## config.mk

```make
export PLATFORM = sky130hd
export DESIGN_NAME = instr_mem_responder
export DESIGN_NICKNAME = d
export VERILOG_FILES = /design/src/rtl/imem_pkg.sv /design/src/rtl/imem_byte_assembler.sv /design/src/rtl/instr_mem_responder.sv
export SDC_FILE = /design/constraint.sdc
export NUM_CORES = 1
export LEC_CHECK = 0
export BUFFER_PORTS_ARGS = -buffer_cell sky130_fd_sc_hd__buf_2
export CAP_MARGIN = 10
export CORE_UTILIZATION = 50
export CTS_CLUSTER_SIZE = 25
export DETAILED_ROUTE_END_ITERATION = 10
export GPL_ROUTABILITY_DRIVEN = 0
export PLACE_DENSITY = 0.69
export REMOVE_ABC_BUFFERS = 1
export SYNTH_ARGS = -nofsm -noshare
export SYNTH_HDL_FRONTEND = slang
export SYNTH_SLANG_ARGS = --single-unit
```

## constraint.sdc

```tcl
create_clock -name clk -period 9.8 [get_ports clk]
set_input_delay 0 -clock clk [delete_from_list [all_inputs] [get_ports clk]]
set_output_delay 0 -clock clk [all_outputs]
set_load 0.02 [all_outputs]
```

## src/rtl/imem_pkg.sv

```systemverilog
// Shared constants and types for the instruction-memory responder.
package imem_pkg;

    localparam logic [31:0] HALT_INSTR = 32'h0000007F;
    localparam logic [31:0] NOP_INSTR  = 32'h00000013;
    localparam int          LANE_W     = 8;
    localparam int          LANES      = 4;

    typedef enum logic {
        ST_RUN  = 1'b0,
        ST_LOAD = 1'b1
    } state_t;

endpackage

```

## src/rtl/imem_byte_assembler.sv

```systemverilog
// Collects little-endian program bytes into 32-bit words; word_done marks the
// cycle the fourth byte arrives, with word_data already including that byte.
module imem_byte_assembler
    import imem_pkg::*;
(
    input  logic                      clk,
    input  logic                      rst,
    input  logic                      clear,
    input  logic                      byte_valid,
    input  logic [LANE_W-1:0]         byte_in,
    output logic                      word_done,
    output logic [LANES*LANE_W-1:0]   word_data,
    output logic [1:0]                byte_cnt
);

    logic [1:0]              byte_cnt_q, byte_cnt_d;
    logic [LANES*LANE_W-1:0] asm_q, asm_d;

    always_ff @(posedge clk or negedge rst) begin
        if (!rst) begin
            byte_cnt_q <= '0;
            asm_q      <= '0;
        end else begin
            byte_cnt_q <= byte_cnt_d;
            asm_q      <= asm_d;
        end
    end

    always_comb begin
        byte_cnt_d = byte_cnt_q;
        asm_d      = asm_q;
        word_data  = asm_q;
        word_data[{byte_cnt_q, 3'b000} +: LANE_W] = byte_in;
        word_done  = byte_valid && (byte_cnt_q == 2'd3);
        // A completing byte is still reported even when clear fires with it.
        if (clear) begin
            byte_cnt_d = '0;
            asm_d      = '0;
        end else if (byte_valid) begin
            byte_cnt_d = byte_cnt_q + 2'd1;
            asm_d      = word_done ? '0 : word_data;
        end
    end

    assign byte_cnt = byte_cnt_q;

endmodule

```

## src/rtl/instr_mem_responder.sv

```systemverilog
// Instruction memory with byte-wide program load and 1-cycle fetch port.
// Optional IMEM_LOAD_CHECKSUM_EN adds a modulo-256 sum of accepted load bytes.
module instr_mem_responder
    import imem_pkg::*;
#(
    parameter  int WIDTH = 32,
    parameter  int DEPTH = 16,
    localparam int AW    = $clog2(DEPTH)
) (
    input  logic              clk,
    input  logic              rst,
    input  logic              load_en,
    input  logic              load_valid,
    input  logic [7:0]        load_byte,
    output logic              load_ready,
    input  logic              fetch_req,
    input  logic [WIDTH-1:0]  fetch_addr,
    output logic              fetch_valid,
    output logic [WIDTH-1:0]  fetch_instr,
    output logic              fetch_err,
    output logic [AW:0]       loaded_words,
    output state_t            state_dbg
`ifdef IMEM_LOAD_CHECKSUM_EN
    ,
    output logic [7:0]        load_checksum
`endif
);

    localparam logic [AW:0] DEPTH_W = (AW + 1)'(DEPTH);

    state_t             state_q, state_d;
    logic [AW:0]        loaded_words_q, loaded_words_d;
    logic               fetch_valid_q, fetch_valid_d;
    logic [WIDTH-1:0]   fetch_instr_q, fetch_instr_d;
    logic               fetch_err_q, fetch_err_d;
    logic [WIDTH-1:0]   mem_q [DEPTH];

    logic               load_entry, load_exit, asm_clear, accept;
    logic               word_done;
    logic [31:0]        word_data;
    logic [1:0]         byte_cnt;
    logic [AW-1:0]      fetch_idx;
    logic               fetch_bad;

    imem_byte_assembler u_asm (
        .clk        (clk),
        .rst        (rst),
        .clear      (asm_clear),
        .byte_valid (accept),
        .byte_in    (load_byte),
        .word_done  (word_done),
        .word_data  (word_data),
        .byte_cnt   (byte_cnt)
    );

    // State register
    always_ff @(posedge clk or negedge rst) begin
        if (!rst) state_q <= ST_RUN;
        else      state_q <= state_d;
    end

    // Next-state logic
    always_comb begin
        state_d = state_q;
        case (state_q)
            ST_RUN:  if (load_en)  state_d = ST_LOAD;
            ST_LOAD: if (!load_en) state_d = ST_RUN;
            default: state_d = ST_RUN;
        endcase
    end

    // FSM outputs
    always_comb begin
        load_entry = (state_q == ST_RUN) && load_en;
        load_exit  = (state_q == ST_LOAD) && !load_en;
        asm_clear  = load_entry || load_exit;
        load_ready = (state_q == ST_LOAD) && (loaded_words_q < DEPTH_W);
        accept     = load_valid && load_ready;
    end

    // Fetch decision uses the pre-edge count, so a fetch alongside load entry
    // still sees the old program.
    always_comb begin
        fetch_idx      = fetch_addr[AW+1:2];
        fetch_bad      = (fetch_addr[1:0] != 2'b00) || (|fetch_addr[WIDTH-1:AW+2]) ||
                         ({1'b0, fetch_idx} >= loaded_words_q);
        fetch_valid_d  = fetch_req && (state_q == ST_RUN);
        fetch_instr_d  = fetch_instr_q;
        fetch_err_d    = 1'b0;
        if (fetch_valid_d) begin
            fetch_err_d   = fetch_bad;
            fetch_instr_d = fetch_bad ? WIDTH'(HALT_INSTR) : mem_q[fetch_idx];
        end

        loaded_words_d = loaded_words_q;
        if (load_entry)
            loaded_words_d = '0;
        else if (accept && word_done)
            loaded_words_d = loaded_words_q + (AW + 1)'(1);
    end

    always_ff @(posedge clk or negedge rst) begin
        if (!rst) begin
            loaded_words_q <= '0;
            fetch_valid_q  <= 1'b0;
            fetch_instr_q  <= '0;
            fetch_err_q    <= 1'b0;
        end else begin
            loaded_words_q <= loaded_words_d;
            fetch_valid_q  <= fetch_valid_d;
            fetch_instr_q  <= fetch_instr_d;
            fetch_err_q    <= fetch_err_d;
        end
    end

    // Storage is not reset; entries above loaded_words are never returned.
    always_ff @(posedge clk) begin
        if (accept && word_done)
            mem_q[loaded_words_q[AW-1:0]] <= WIDTH'(word_data);
    end

`ifdef IMEM_LOAD_CHECKSUM_EN
    logic [7:0] checksum_q, checksum_d;

    always_comb begin
        checksum_d = checksum_q;
        if (load_entry)  checksum_d = '0;
        else if (accept) checksum_d = checksum_q + load_byte;
    end

    always_ff @(posedge clk or negedge rst) begin
        if (!rst) checksum_q <= '0;
        else      checksum_q <= checksum_d;
    end

    assign load_checksum = checksum_q;
`endif

    assign fetch_valid  = fetch_valid_q;
    assign fetch_instr  = fetch_instr_q;
    assign fetch_err    = fetch_err_q;
    assign loaded_words = loaded_words_q;
    assign state_dbg    = state_q;

endmodule

```

==> results of run 1 <==
## cell families (layout without fill, tap and decap cells)
family / Yosys count / count (layout) / synth area share (%)
AOI/OAI and AO/OA: 167 / 167 / 6.22
xor gates and xnor gates: 4 / 4 / 0.153
adders and majority gates: 14 / 14 / 0.766
buffers and inverters: 124 / 293 / 2.42
DFF: 586 / 586 / 75.3
muxes: 128 / 128 / 12.6
and+or+nand+nor: 122 / 122 / 2.51
## final timing paths
check | end | slack [ps] | depth (start not counted)
setup / recovery | mem_q[13][31] | 6650 | 4
min in group asynchronous | fetch_instr[16] | 510 | 4
hold / removal | state_dbg | 60 | 2
hold reg to reg | fetch_instr[27] | 470 | 2
max in group asynchronous | u_asm.asm_q[24] | 8480 | 4
setup reg to reg | mem_q[13][31] | 6650 | 4
## layer usage
layer | GRT usage, % | vias to the layer above | part of all wire, %
li1 | - | 4925 | -
met1 | 33.0 | 6133 | 42
met2 | 35.7 | 479 | 48
met3 | 5.00 | 69 | 8.4
met4 | 6.05 | 0 | 2.0
met5 | 0 | - | 0
## per-stage QoR
step / hold WS, ps / total power [mW]
4_1_cts: 38.8 / 5.02
3_5_place_dp: 1.24 / 2.99
5_1_grt: 44.1 / 5.13
2_1_floorplan: -296 / 2.89
3_3_place_gp: 0.883 / 2.99
6_report: 62.6 / 4.99
## final cells by class
type	instances	area [sq um]	area share [%]
tap	592	741	2.86
multi-input combinational	435	5170	20.0
timing repair buffer	127	797	3.08
clock buffer	80	1530	5.92
sequential	586	17200	66.5
inverter	59	221	0.855
clock inverter	27	203	0.783
## power breakdown
group | switching (mW) | internal [mW]
Clock | 0.901 | 1.14
Combinational | 0.144 | 0.0844
Sequential | 0.00273 | 2.72
Total | 1.05 | 3.94
## registers in the layout, indices dropped and copies added, names as in the netlist
name,cells
u_asm.asm_q,32
fetch_err,1
state_dbg,1
fetch_valid,1
loaded_words,5
u_asm.byte_cnt,2
fetch_instr,32
mem_q,512
## placed cells by master (no fill, tap or decap), drive strengths merged, types with 25 or more instances in the layout
master | netlist | final
clkbuf | 44 | 81
buf | 21 | 114
o31ai | 25 | 25
nor2 | 48 | 48
dfrtp | 74 | 74
inv | 58 | 59
clkinv | 1 | 25
nand2 | 32 | 32
mux4 | 128 | 128
edfxtp | 512 | 512
a22o | 72 | 72
## worst reg2reg max path, delay by kind of cell, from the launching register on
kind,cells,cell delay (ps)
AO/OA/AOI/OAI,1,650
adder cells (fa/ha/maj),1,230
buffers and inverters,1,480
flip-flops,1,440
AND/OR/NAND/NOR,1,1060
==> impl_results.md, run 1 <==
- Maximum vdd ir drop: 0.134 mV
- Overall die height: 216 um
- Most numerous cell types in the synthesized netlist: sky130_fd_sc_hd__edfxtp_1 (512), sky130_fd_sc_hd__mux4_2 (128), sky130_fd_sc_hd__dfrtp_1 (74)
- Startpoint type of the worst setup path: flip-flop
- Mean instance size in the synthesized netlist: 20.0 sq um
- Async set-or-reset flop fraction in the synthesized netlist: 12.6%
- Fill count: 3,274
- Buffer depth of the longest clock path: 3
- Non-filler cells, final: 1,906
- Via count of the first global-routing pass: 11,900
- Total Routed Length: 51,800 um
- Via density per instance: 6.09
- H-tree lvl count: 2
- Worst Hold Class: input port to flip-flop
- Maximum number of pins on one net before global-route repair: 76
- Final Setup Violations: 0
- Die ar.: 0.0466 sq mm
- Crit share post-route: 32.1%
- Required time of the critical path: 10,120 ps
- Clock-pin slew reported for the worst setup and hold paths after clock tree synthesis: 60 ps
- Synthesized flop and latch total: 586
- CP Data Arrival Time: 3470 ps
- Pwr dens: 193 mW/mm^2
- Number of nets with antenna violations after detailed routing: 0
- Critical-path maximum fanout: 18
- RSZ-0062 raised after global routing: false
- Cts bufs inserted: 57
- Kind of capture point of the worst setup path: flip-flop
- Count of buffers inserted at the top-level ports: 85
- Number of optimization iterations in the first detailed-route pass: 5
- Ordered list of cells on the worst path: ha_1 > clkinv_1 > nor4b_2 > a22o_1
- Postcts setup bufs: 0
- Overall global routing resource usage: 22.9%
- Routed len/inst: 27.2 um
- Critical path type: flip-flop to flip-flop
- Share of the yosys chip area belonging to registers: 75.3%
- Core Rows: 77
- Worst-margin pin slew: 1170 ps
- Max-slew headroom: 22.2%
- Cell at the slowest stage of the critical path: sky130_fd_sc_hd__nor4b_2
- Critical path buffer and inverter count: 1
- CTS tree: yes
- Remaining DRCs: 0
- Fraction of synthesized cell area taken by the top area cell type: 67.2%
- Startpoint of the worst hold path: load_en
- Library cell with the highest instance count after synthesis: sky130_fd_sc_hd__edfxtp_1
- Die X: 216 um
- Final non-filler cell area: 0.0259 sq mm
- Most common flop cell mapped by yosys: sky130_fd_sc_hd__edfxtp_1
- Post-Syn Instances: 1,145
- Outcome: completed
- Antenna cells: 0
- Post-route minimum period: 3150 ps
- Final hold vios: 0
- Largest cells by area after synthesis: sky130_fd_sc_hd__edfxtp_1 (67%), sky130_fd_sc_hd__mux4_2 (13%), sky130_fd_sc_hd__dfrtp_1 (8.1%)
- Final core occ: 57.9%
- Grt ovf: 0
- Clock net sink count: 586
- Effective utilization at floorplan: 51.2%
- Initial DRC Count: 1,336
- Final-report max-slew violation count: 0
- Number of enable flip-flop cells after synthesis: 512
- Detailed-route via count: 11,600
- Cell area after placement: 0.0240 sq mm
- Core region area: 0.0447 sq mm
- Setup clock skew after layout: 23.8 ps
- Netlist cell types: 37
- Net count of the finished layout: 1,325
- Share of post-route cells with drive strength above 1: 26.1%
- Mapped cell area: 0.0229 sq mm
- Quantity of gates resized following cts: 0
- Max-cap check violation count: 0
- Worst path max stage delay: 1050 ps
- Maximum clock frequency: 318 MHz
- Aggregate negative setup slack: 0 ps
- Number of top-level pins: 86
- Worst setup path startpoint: u_asm.byte_cnt[0]
- DPL Wire Length: 27,000 um
- First-pass GRT wire length: 76,800 um
- Cell accounting for the most synthesized area: sky130_fd_sc_hd__edfxtp_1
- Setup slack after placement: 6670 ps
- Number of antenna violations at the first check in global routing: 0
- Crit-path leading delay family: simple AND/OR/NAND/NOR gates
- Leakage power total: 9.31 nW
- Worst-case setup margin in the final layout: 6650 ps
- Area growth from synthesis to final layout: 13.2%
- Root buffer selected by CTS: sky130_fd_sc_hd__clkbuf_16
- Number of buffers inserted for hold repair after clock tree synthesis: 13
- Insertion delay of the later-clocked pin in the worst-skew pair: 620 ps
- Number of cells in the design after placement: 1,786
- YS warnings: 0
- Critical register-to-register path startpoint: u_asm.byte_cnt[0]
No activity file was read; power rests on OpenSTA's default activity.
==> inputs of run 2 (changes only) <==
- PLACE_DENSITY: 0.69 -> 0.71
- clock period: 9.8 -> 2.8 ns (I/O delays scaled with it)
==> run 2 against run 1 <==
  * Non-clock buffer count increased by 19
  * First-iteration DRC count down 3.7%
  * Clock power rose to 3.6 times the previous value
  * Global-route usage shrank 0.30 points
  * Routed wire length up 0.39%
  * Power rose to 3.5 times the previous value
  * Sequential cell count stayed put
  * Critical path depth grew 2
  * Sequential share of layout area fell by 1.1 points
  * Maximum frequency increased by 27%
  * Cell count increased by 0.94%
==> impl_results.md, run 2 (synthesis results as in run 1) <==
- Leading cell type in the layout, fill and taps excluded: sky130_fd_sc_hd__edfxtp_1 (unchanged)
- Total Routed Length: 52,000 um (was 51,800 um)
- Worst path max stage delay: 450 ps (was 1050 ps)
- Post-Route Hold Slack: 16.7 ps (was 62.6 ps)
- Die X: 216 um (unchanged)
- Crit-path leading delay family: simple AND/OR/NAND/NOR gates (unchanged)
- Area growth from synthesis to final layout: 15.1% (was 13.2%)
- Root buffer selected by CTS: sky130_fd_sc_hd__clkbuf_16 (unchanged)
- Postcts setup bufs: 0 (unchanged)
- Startpoint type of the worst setup path: flip-flop (unchanged)
- Count of buffers inserted at the top-level ports: 85 (unchanged)
- Post-route minimum period: 2480 ps (was 3150 ps)
- Leakage power total: 9.51 nW (was 9.31 nW)
- Number of top-level pins: 86 (unchanged)
- Clock-pin slew reported for the worst setup and hold paths after clock tree synthesis: 60 ps (about the same)
- DPL Wire Length: 28,000 um (was 27,000 um)
- Number of nets with antenna violations after detailed routing: 0 (unchanged)
- Outcome: completed (unchanged)
- Buffer depth of the longest clock path: 3 (unchanged)
- Overall global routing resource usage: 22.6% (was 22.9%)
- Pwr dens: 672 mW/mm^2 (was 193 mW/mm^2)
- Wire length on met1: 21,200 um (was 21,700 um)
- Die ar.: 0.0466 sq mm (unchanged)
- Worst Hold Class: input port to asynchronous set/reset pin (was input port to flip-flop)
- Final Setup Violations: 0 (unchanged)
- Ordered list of cells on the worst path: inv_1 > ha_1 > nor2_1 > and4_1 > a2bb2oi_1 > inv_1 (was ha_1 > clkinv_1 > nor4b_2 > a22o_1)
- Most frequent CP cell: sky130_fd_sc_hd__inv_1
- Maximum vdd ir drop: 0.495 mV (was 0.134 mV)
- Setup clock skew after layout: 7.78 ps (was 23.8 ps)
- Insertion delay of the later-clocked pin in the worst-skew pair: 600 ps (was 620 ps)
- Via count of the first global-routing pass: 12,000 (was 11,900)
- Effective utilization at floorplan: 51.2% (unchanged)
- Number of optimization iterations in the first detailed-route pass: 7 (was 5)
- Clock net sink count: 586 (unchanged)
- Core region area: 0.0447 sq mm (unchanged)
- Highest signal layer in the routed design: met4 (unchanged)
- Maximum clock frequency: 403 MHz (was 318 MHz)
- Crit share post-route: 88.6% (was 32.1%)
- Max-slew headroom: 24.2% (was 22.2%)
- Cell at the slowest stage of the critical path: sky130_fd_sc_hd__dfrtp_1 (was sky130_fd_sc_hd__nor4b_2)
- Critical path buffer and inverter count: 2 (was 1)
- Core Rows: 77 (unchanged)
- Critical path type: flip-flop to flip-flop (unchanged)
- Required time of the critical path: 3080 ps (was 10,120 ps)
- Critical-path maximum fanout: 16 (was 18)
- Setup slack after placement: 319 ps (was 6670 ps)
- Net count of the finished layout: 1,343 (was 1,325)
- First-pass GRT wire length: 76,200 um (was 76,800 um)
- Pwr Total: 17.7 mW (was 4.99 mW)
- Final core occ: 58.9% (was 57.9%)
- H-tree lvl count: 2 (unchanged)
- Amount of wire on met2 after detailed routing: 25,500 um (was 24,700 um)
- CP Data Arrival Time: 2760 ps (was 3470 ps)
- Aggregate negative setup slack: 0 ps (unchanged)
- Number of cells in the design after placement: 1,807 (was 1,786)
- Overall die height: 216 um (unchanged)
- Routed len/inst: 27.0 um (was 27.2 um)
- Met3 WL post-DR: 3880 um (was 4340 um)
- Max FFs per register: 512 (unchanged)
- Commonest cells after routing, fill and taps aside: sky130_fd_sc_hd__edfxtp_1 (512), sky130_fd_sc_hd__mux4_2 (128), sky130_fd_sc_hd__buf_2 (82), sky130_fd_sc_hd__dfrtp_1 (74), sky130_fd_sc_hd__a22o_1 (72) (unchanged)
- RSZ-0062 raised after global routing: false (unchanged)
- Max-cap check violation count: 0 (unchanged)
- Kind of capture point of the worst setup path: flip-flop (unchanged)
- Share of post-route cells with drive strength above 1: 27.8% (was 26.1%)
- Number of antenna violations at the first check in global routing: 0 (unchanged)
- Initial DRC Count: 1,287 (was 1,336)
- Maximum number of pins on one net before global-route repair: 58 (was 76)
- Final-report max-slew violation count: 0 (unchanged)
- Cts bufs inserted: 56 (was 57)
- Final non-filler cell area: 0.0263 sq mm (was 0.0259 sq mm)
- Worst-margin pin slew: 1140 ps (was 1170 ps)
- Cell area after placement: 0.0244 sq mm (was 0.0240 sq mm)
- CTS tree: yes (unchanged)
- Via density per instance: 6.14 (was 6.09)
- Antenna cells: 0 (unchanged)
- Non-filler cells, final: 1,924 (was 1,906)
- Grt ovf: 0 (unchanged)
- Final hold vios: 0 (unchanged)
- Remaining DRCs: 0 (unchanged)
- Worst-case setup margin in the final layout: 320 ps (was 6650 ps)
- Critical register-to-register path startpoint: u_asm.byte_cnt[0] (unchanged)
- Worst setup path startpoint: u_asm.byte_cnt[0] (unchanged)
- Detailed-route via count: 11,800 (was 11,600)
run 2: cell types whose count changed in the layout (fill, tap and decap cells not counted):
cell and change:
sky130_fd_sc_hd__clkinv_8 -2, sky130_fd_sc_hd__clkbuf_1 -2, sky130_fd_sc_hd__clkinv_1 -6, sky130_fd_sc_hd__inv_6 +1
sky130_fd_sc_hd__dlygate4sd3_1 -1, sky130_fd_sc_hd__clkinvlp_4 +1, sky130_fd_sc_hd__bufinv_16 +1, sky130_fd_sc_hd__clkbuf_8 +6
sky130_fd_sc_hd__buf_4 +2, sky130_fd_sc_hd__buf_12 +18
run 2: layout make-up:
type / count / area, sq um
clock buffer: 84 / 1610
clock inverter: 22 / 194
fill: 3275 / 18400
inverter: 59 / 221
multi-input combinational: 435 / 5170
sequential: 586 / 17200
tap: 592 / 741
timing repair buffer: 146 / 1160
run 2: worst reg2reg max path: stages (launching register included):
cell and delay, ps:
sky130_fd_sc_hd__dfrtp_1 450, sky130_fd_sc_hd__inv_1 190, sky130_fd_sc_hd__ha_1 410, sky130_fd_sc_hd__nor2_1 120
sky130_fd_sc_hd__and4_1 360, sky130_fd_sc_hd__a2bb2oi_1 350, sky130_fd_sc_hd__inv_1 280
run 2: routing by layer:
layer / GRT usage, % / vias up
met5: 0 / -
met4: 7.42 / 0
met3: 3.30 / 92
met2: 36.3 / 522
met1: 32.0 / 6228
li1: - / 4963
run 2: report_power, final:
part / total (mW) / internal, mW / switching, mW
logic: 0.787 / 0.297 / 0.490
clock network: 7.38 / 4.24 / 3.13
registers: 9.52 / 9.51 / 0.00960
run 2: path summary, 6_finish.rpt:
path                       slack, ps              end  cells after the start
max in group asynchronous       2080   fetch_instr[1]                      3
min in group clk                  50  fetch_instr[27]                      4
min reg2reg                      470   fetch_instr[9]                      2
max                              320     mem_q[0][12]                      6
max reg2reg                      320     mem_q[0][12]                      6
min                               20  fetch_instr[20]                      2
run 2: repair_timing:
item / 4_1_cts / 5_1_grt
setup endpoints to repair: 0 / 0
hold buffers: 11 / 0
resized for setup: 0 / 0
endpoints found under the hold margin: 99 / 0
==> inputs of run 3 (changes only) <==
- HOLD_SLACK_MARGIN: not set -> 0.03
- PLACE_DENSITY: 0.71 -> 0.69
- clock period: 2.8 -> 2.66 ns (I/O delays scaled with it)
==> run 3 against run 2 <==
  * Global-route usage decreased by 0.057 points
  * Via count fell by 1.6%
  * Clock-buffer cell count up 7
  * Critical path depth decreased by 1
  * Design area decreased by 0.32%
  * Power up 3.1%
  * Critical path type unchanged
  * Critical endpoint is now mem_q[2][13]
==> impl_results.md, run 3 (synthesis results as in run 1) <==
- Outcome: completed (unchanged)
- Maximum number of pins on one net before global-route repair: 67 (was 58)
- Non-filler cells, final: 1,927 (was 1,924)
- Maximum vdd ir drop: 0.512 mV (was 0.495 mV)
- Critical-path maximum fanout: 16 (unchanged)
- Number of antenna violations at the first check in global routing: 0 (unchanged)
- H-tree lvl count: 2 (unchanged)
- Detailed-route via count: 11,600 (was 11,800)
- Insertion delay of the later-clocked pin in the worst-skew pair: 590 ps (was 600 ps)
- Die X: 216 um (unchanged)
- Initial DRC Count: 1,132 (was 1,287)
- Startpoint type of the worst setup path: flip-flop (unchanged)
- Max-slew headroom: 32.8% (was 24.2%)
- Core region area: 0.0447 sq mm (unchanged)
- First-pass GRT wire length: 76,100 um (was 76,200 um)
- Clock-pin slew reported for the worst setup and hold paths after clock tree synthesis: 60 ps (about the same)
- Routed len/inst: 26.4 um (was 27.0 um)
- Post-route minimum period: 2270 ps (was 2480 ps)
- Leakage power total: 9.47 nW (was 9.51 nW)
- Number of cells in the design after placement: 1,812 (was 1,807)
- Buffer depth of the longest clock path: 3 (unchanged)
- Critical path buffer and inverter count: 2 (unchanged)
- Area growth from synthesis to final layout: 14.7% (was 15.1%)
- Worst Hold Class: input port to flip-flop (was input port to asynchronous set/reset pin)
- Worst path max stage delay: 440 ps (was 450 ps)
- Overall global routing resource usage: 22.5% (was 22.6%)
- Final hold vios: 0 (unchanged)
- Number of nets with antenna violations after detailed routing: 0 (unchanged)
- Via density per instance: 6.03 (was 6.14)
- Die ar.: 0.0466 sq mm (unchanged)
- Most frequent CP cell: sky130_fd_sc_hd__inv_1 (unchanged)
- Number of top-level pins: 86 (unchanged)
- Worst-case setup margin in the final layout: 392 ps (was 320 ps)
- Max FFs per register: 512 (unchanged)
- Final-report max-slew violation count: 0 (unchanged)
- Final Setup Violations: 0 (unchanged)
- Remaining DRCs: 0 (unchanged)
- Crit-path leading delay family: buffers and inverters (was simple AND/OR/NAND/NOR gates)
- Number of optimization iterations in the first detailed-route pass: 5 (was 7)
- DPL Wire Length: 28,500 um (was 28,000 um)
- Post-Route Hold Slack: 71.5 ps (was 16.7 ps)
- Setup slack after placement: 371 ps (was 319 ps)
- CP Data Arrival Time: 2520 ps (was 2760 ps)
- Aggregate negative setup slack: 0 ps (unchanged)
- CTS tree: yes (unchanged)
- Commonest cells after routing, fill and taps aside: sky130_fd_sc_hd__edfxtp_1 (512), sky130_fd_sc_hd__mux4_2 (128), sky130_fd_sc_hd__buf_2 (82), sky130_fd_sc_hd__dfrtp_1 (74), sky130_fd_sc_hd__a22o_1 (72) (unchanged)
- Count of buffers inserted at the top-level ports: 85 (unchanged)
- Net count of the finished layout: 1,348 (was 1,343)
- Pwr dens: 695 mW/mm^2 (was 672 mW/mm^2)
- Clock net sink count: 586 (unchanged)
- Maximum clock frequency: 441 MHz (was 403 MHz)
- Antenna cells: 0 (unchanged)
- Root buffer selected by CTS: sky130_fd_sc_hd__clkbuf_16 (unchanged)
- Effective utilization at floorplan: 51.2% (unchanged)
- Leading cell type in the layout, fill and taps excluded: sky130_fd_sc_hd__edfxtp_1 (unchanged)
- Required time of the critical path: 2910 ps (was 3080 ps)
- Ordered list of cells on the worst path: inv_1 > ha_1 > and4_1 > a2bb2oi_1 > inv_1 (was inv_1 > ha_1 > nor2_1 > and4_1 > a2bb2oi_1 > inv_1)
- Grt ovf: 0 (unchanged)
- Cell at the slowest stage of the critical path: sky130_fd_sc_hd__dfrtp_1 (unchanged)
- Via count of the first global-routing pass: 11,900 (was 12,000)
- Fill count: 3,289 (was 3,275)
- Overall die height: 216 um (unchanged)
- Postcts setup bufs: 0 (unchanged)
- Max-cap check violation count: 0 (unchanged)
- Kind of capture point of the worst setup path: flip-flop (unchanged)
- RSZ-0062 raised after global routing: false (unchanged)
- Critical path type: flip-flop to flip-flop (unchanged)
- Share of post-route cells with drive strength above 1: 27.3% (was 27.8%)
- Core Rows: 77 (unchanged)
- Total Routed Length: 50,900 um (was 52,000 um)
- Setup clock skew after layout: 11.1 ps (was 7.78 ps)
- Crit share post-route: 85.2% (was 88.6%)
- Worst-margin pin slew: 1010 ps (was 1140 ps)
- Cts bufs inserted: 56 (unchanged)
==> run 3: changes by cell type in the layout (fill, tap and decap cells not counted), moves of 3 or more <==
cell                        delta
sky130_fd_sc_hd__bufinv_16     -3
sky130_fd_sc_hd__buf_4         +6
sky130_fd_sc_hd__clkinv_2      -5
sky130_fd_sc_hd__clkbuf_1      +8
==> run 3: worst paths after layout <==
check	end	cells past startpoint	from	slack [ps]
worst max-delay path	mem_q[2][13]	5	u_asm.byte_cnt[0]	390
worst min-delay path	fetch_err	5	fetch_addr[10]	70
worst max register to register	mem_q[2][13]	5	u_asm.byte_cnt[0]	390
worst min register to register	fetch_instr[19]	2	fetch_instr[19]	470
max in group asynchronous	fetch_instr[15]	3	rst	1830
min in group asynchronous	fetch_instr[16]	2	rst	80
==> run 3: what timing repair did <==
action / in CTS / in global routing
resized for setup: 0 / 0
hold buffers: 11 / 0
hold endpoints to repair: 104 / 0
==> run 3: routing by layer <==
layer,routed length (um),up-vias,GRT usage (%)
li1,-,4966,-
met3,4550,74,4.89
met1,21600,6093,32.8
met5,0,-,0
met4,1140,0,6.69
met2,23700,486,34.4
==> run 3: cell type report <==
class	instances	area, sq um	area share, %
repair buffers	151	1190	4.53
multi-input cells	435	5170	19.7
clock buffers	91	1620	6.19
clock inverters	13	68.8	0.262
well taps	592	741	2.82
flip-flops and latches	586	17200	65.7
inverters	59	221	0.844
==> run 3: worst register-to-register path, stage by stage, from the launching register on <==
cell and delay (ps):
sky130_fd_sc_hd__dfrtp_1 440, sky130_fd_sc_hd__inv_1 150, sky130_fd_sc_hd__ha_1 390, sky130_fd_sc_hd__and4_1 300, sky130_fd_sc_hd__a2bb2oi_1 330, sky130_fd_sc_hd__inv_1 320
==> run 3: report_power, final <==
group / switching [mW] / internal, mW
Clock: 3.22 / 4.15
Sequential: 0.0102 / 10.0
Combinational: 0.513 / 0.321
==> run 3: per-stage QoR <==
stage / total power [mW] / utilization [%] / area [sq um]
final: 18.2 / 58.7 / 26200
after global routing: 18.8 / 58.7 / 26200
after CTS: 18.4 / 58.7 / 26200
after detailed placement: 11.0 / 54.7 / 24400
after global placement: 11.0 / 54.7 / 24400
after floorplan: 10.6 / - / 22500
